## src/rtl/fetch_unit.sv

```systemverilog
// Instruction-fetch stage: owns the word-addressed PC, issues credit-limited in-order
// requests to a variable-latency instruction memory and buffers returned words for decode.
module fetch_unit #(
  parameter logic [24:0] RESET_PC = 25'd0,
  parameter int          DEPTH    = 2
) (
  input  logic        clk,
  input  logic        rst,
  output logic        imem_req,
  output logic [24:0] imem_addr,
  input  logic        imem_ack,
  input  logic        imem_rvalid,
  input  logic [31:0] imem_rdata,
  input  logic        redirect,
  input  logic [24:0] redirect_pc,
  input  logic        n_stall,
  input  logic        dec_nstall,
  output logic [31:0] inst,
  output logic [24:0] if_pc,
  output logic        if_valid
);

  localparam int           AW      = $clog2(DEPTH);
  localparam int           CW      = AW + 1;
  localparam logic [CW:0]  DEPTH_W = (CW+1)'(DEPTH);

  logic [24:0]   fetch_pc;
  logic [CW-1:0] outstanding;
  logic [CW-1:0] discard;

  logic [24:0]   pend_mem [DEPTH];
  logic [AW-1:0] pend_wr;
  logic [AW-1:0] pend_rd;

  logic [31:0]   buf_data [DEPTH];
  logic [24:0]   buf_pc   [DEPTH];
  logic [AW-1:0] buf_wr;
  logic [AW-1:0] buf_rd;
  logic [CW-1:0] buf_count;

  logic          issue;
  logic          resp;
  logic          keep;
  logic          fire;
  logic [CW-1:0] out_after_resp;

  // Credit counts every in-flight request, stale ones included, so the buffer can never overflow.
  always_comb begin
    imem_req       = rst && !redirect &&
                     (({1'b0, outstanding} + {1'b0, buf_count}) < DEPTH_W);
    imem_addr      = fetch_pc;
    issue          = imem_req && imem_ack;
    resp           = imem_rvalid && (outstanding != '0);
    keep           = resp && (discard == '0) && !redirect;
    if_valid       = (buf_count != '0);
    fire           = if_valid && n_stall && dec_nstall && !redirect;
    out_after_resp = outstanding - CW'(resp);
    inst           = if_valid ? buf_data[buf_rd] : 32'h0;
    if_pc          = if_valid ? buf_pc[buf_rd]   : 25'h0;
  end

  always_ff @(posedge clk or negedge rst) begin
    if (!rst) begin
      fetch_pc    <= RESET_PC;
      outstanding <= '0;
      discard     <= '0;
      pend_wr     <= '0;
      pend_rd     <= '0;
      buf_wr      <= '0;
      buf_rd      <= '0;
      buf_count   <= '0;
    end else if (redirect) begin
      // Everything still in flight after this cycle's response becomes stale.
      fetch_pc    <= redirect_pc;
      outstanding <= out_after_resp;
      discard     <= out_after_resp;
      pend_wr     <= '0;
      pend_rd     <= '0;
      buf_wr      <= '0;
      buf_rd      <= '0;
      buf_count   <= '0;
    end else begin
      if (issue) begin
        fetch_pc <= fetch_pc + 25'd1;
        pend_wr  <= pend_wr + AW'(1);
      end
      outstanding <= out_after_resp + CW'(issue);
      if (resp && (discard != '0)) begin
        discard <= discard - CW'(1);
      end
      if (keep) begin
        pend_rd <= pend_rd + AW'(1);
        buf_wr  <= buf_wr + AW'(1);
      end
      if (fire) begin
        buf_rd <= buf_rd + AW'(1);
      end
      buf_count <= buf_count + CW'(keep) - CW'(fire);
    end
  end

  always_ff @(posedge clk) begin
    if (issue) begin
      pend_mem[pend_wr] <= fetch_pc;
    end
    if (keep) begin
      buf_data[buf_wr] <= imem_rdata;
      buf_pc[buf_wr]   <= pend_mem[pend_rd];
    end
  end

  // A response with nothing outstanding is a memory protocol violation.
  always_ff @(posedge clk) begin
    if (rst && imem_rvalid) begin
      assert (outstanding != '0);
    end
  end

endmodule

```

## config.mk

```make
export PLATFORM = sky130hd
export DESIGN_NAME = fetch_unit
export DESIGN_NICKNAME = d
export VERILOG_FILES = /design/src/rtl/fetch_unit.sv
export SDC_FILE = /design/constraint.sdc
export NUM_CORES = 1
export LEC_CHECK = 0
export CAP_MARGIN = 5
export CORE_MARGIN = 3
export CORE_UTILIZATION = 40
export DETAILED_ROUTE_END_ITERATION = 6
export HOLD_SLACK_MARGIN = 0.02
export PLACE_DENSITY = 0.71
export SLEW_MARGIN = 10
export SYNTH_ARGS = -nofsm -noshare
export SYNTH_HDL_FRONTEND = slang
export SYNTH_SLANG_ARGS = --single-unit
export TNS_END_PERCENT = 10
```

## constraint.sdc

```tcl
create_clock -name clk -period 15.3 [get_ports clk]
set_clock_uncertainty 0.1 [all_clocks]
set_input_delay 3.06 -clock clk [delete_from_list [all_inputs] [get_ports clk]]
set_output_delay 3.06 -clock clk [all_outputs]
set_load 0.03 [all_outputs]
```

==> reports/summary.txt <==
status = completed
I/O pin total = 148
Syn Std Cell Area = 8193 sq um
fin area = 10500 sq um
Tcrit/Tclk final = 0.5506
fmax = 118.7 MHz
Via density = 5.260
Seq/Total Area, Yosys = 0.7080
Post-Synthesis Cells = 547
Seq cells post-synth = 199
Slew headroom = 0.1816
die height = 149.1 microns
critical path data arrival time = 5260 ps
antenna diode count = 0
Crit Path Class = in -> out
Post-Syn Nets = 618
Worst R2R Path Depth = 9
Nets = 763
RR Endpoint = outstanding[1]
# Max-Cap Violations = 0
Post-synth ARST share = 0.1759
share of post-route cells with drive strength above 1 = 0.09929
CP endpoint kind = primary output
RSZ-0062 raised after global routing = false
# port buffers = 147
TritonCTS clock tree = done
1st-iter DRT viols = 343
largest fanout on the critical path = 43
worst reg2reg path startpoint = buf_count[0]
die extent in x = 149.1 microns
Leakage = 3.514 nW
GRT Residual Overflow = 0
max-slew violations = 0
PostCTS Resize Cnt = 0
final wirelength = 17900 microns
Hold EP = pend_mem[0][1]
Post-synth top flop = edfxtp_1
root buffer cell = clkbuf_16
Layout area overhead = 28.12%
core footprint = 19780 sq um
DR vias = 5102
WP data required = 12140 ps
DP HPWL = 11830 microns
WL per Instance = 18.46 microns
Yosys warnings = 0
Clk Latency, worst-skew pair = 430 ps
vias in the first global route = 5263
pwr dens = 130.3 nW/um^2
HP Start = imem_addr[1]
Post-CTS Setup Inserts = 0
DRC = 0
Post-synth EDFFs = 164
Hold Crit Class = reg -> reg
Initial Util = 0.4142
Min-Delay Path Depth = 0
H-tree depth = 4
Final TNS setup = 0 ps
Hold-fix buffers, CTS = 0
Post-DP Area = 9943 sq um
CTS Buffer Depth = 2
initial antenna violation count = 0
Final ANT Viol Nets = 0
Clock Pin Slew Worst Setup and Hold Paths = 70 ps
Num CTS Buffers = 17
# setup viols final = 0
VDD IR max = 0.07618 mV
Tightest Pin Transition = 1228 ps
mean area per synthesized cell = 14.98 sq um
clock sinks = 199
DR pass1 iterations = 5
cell taking the most area after synthesis = edfxtp_1
gr usage total = 0.1624
global-route wire length before repair = 27900 microns
pin count of the biggest net entering global routing = 59
Distinct cells, synth = 50
largest cells by area after synthesis = edfxtp_1, dfrtp_1, mux2i_1
Final Hold Vio Count = 0
GPL Wtd Cong = 0.7989
fin crit period = 8425 ps
die footprint = 22240 sq um
Row Count = 51
Worst Setup Start Kind = input pin
Fillers = 1632
reg2reg setup slack = 11900 ps
Synth top area share = 0.6011
## per-stage QoR
stage	instances	hold WS [ps]	power [mW]	utilization	worst slack [ps]
4_1_cts	970	467.7	1.382	0.5306	6869
3_3_place_gp	938	445.2	0.9490	0.5027	6958
3_5_place_dp	938	445.8	0.9579	0.5027	6882
2_1_floorplan	547	419.1	0.8445	-	7143
6_report	970	461.3	1.367	0.5306	6875
5_1_grt	970	481.0	1.424	0.5306	6695
## critical path, cell delays in order
cell	delay, ps
clkdlybuf4s50_1	400
buf_4	280
nor4b_4	710
clkdlybuf4s50_1	800
## placed cells by master (no fill, tap or decap), drive strengths merged, types with 16 or more instances in the layout
| cell | netlist | layout |
|---|---|---|
| inv | 13 | 18 |
| mux2i | 59 | 59 |
| dfrtp | 35 | 35 |
| clkbuf | 17 | 20 |
| mux2 | 25 | 25 |
| nand2 | 25 | 25 |
| nand3 | 16 | 16 |
| nor2 | 72 | 72 |
| clkdlybuf4s50 | 0 | 146 |
| edfxtp | 164 | 164 |
## synth_stat cells, types with 3 or more instances
library cell,instances
edfxtp_1,164
a22oi_1,4
o21ai_0,5
a221o_1,6
ha_1,6
nand2_1,25
xnor2_1,5
nand4_1,6
o211ai_1,6
nor2_1,72
and4_1,3
mux2i_1,59
or4_1,4
inv_1,13
a21o_1,3
xor2_1,4
mux2_2,25
buf_1,6
nand3_1,16
nor3_1,4
o311ai_0,10
a21oi_1,5
buf_2,3
o311ai_1,3
clkbuf_1,17
dfrtp_1,35
and3_1,7
## state kept, by name, indices dropped and copies added, names as in the netlist
register     count
pend_rd          1
buf_count        2
discard          2
buf_rd           1
pend_mem        50
imem_addr       25
pend_wr          1
buf_wr           1
outstanding      2
buf_data        64
buf_pc          50
## worst max path at each step
| stage | start | endpoint | slack (ps) | cells after the start |
|---|---|---|---|---|
| 6_report | redirect | imem_req | 6880 | 4 |
| 5_1_grt | rst | imem_req | 6700 | 3 |
| 4_1_cts | rst | imem_req | 6870 | 3 |
| 3_5_place_dp | rst | imem_req | 6880 | 3 |
| 3_3_place_gp | rst | imem_req | 6960 | 3 |
| 2_1_floorplan | redirect | buf_data[0][0] | 7140 | 4 |
## cell type report
cell class | count | area (sq um) | share of cell area
clock buffer | 20 | 436.7 | 0.04160
sequential | 199 | 5804 | 0.5530
tap | 265 | 331.6 | 0.03159
timing repair buffer | 154 | 1519 | 0.1447
clock inverter | 12 | 116.4 | 0.01109
multi-input combinational | 306 | 2236 | 0.2130
inverter | 14 | 52.55 | 0.005007
## cell families after synthesis
| family | synth area share |
|---|---|
| xor gates and xnor gates | 0.009621 |
| muxes | 0.1064 |
| adders and majority gates | 0.01161 |
| AOI/OAI and AO/OA | 0.05070 |
| DFF | 0.7080 |
| buffers and inverters | 0.02107 |
| and+or+nand+nor | 0.09255 |
## power by group
group          internal, mW  switching [mW]
registers             0.637          0.0415
logic                 0.116           0.149
clock network         0.227           0.196
## per-layer routing
metal | GRT usage | wire length, microns | vias to the layer above
li1 | - | - | 2359
met1 | 0.2088 | 7518 | 2531
met2 | 0.2663 | 8798 | 191
met3 | 0.04831 | 1341 | 21
met4 | 0.05217 | 246 | 0
met5 | 0 | 0 | -
No activity file was read; power rests on OpenSTA's default activity.
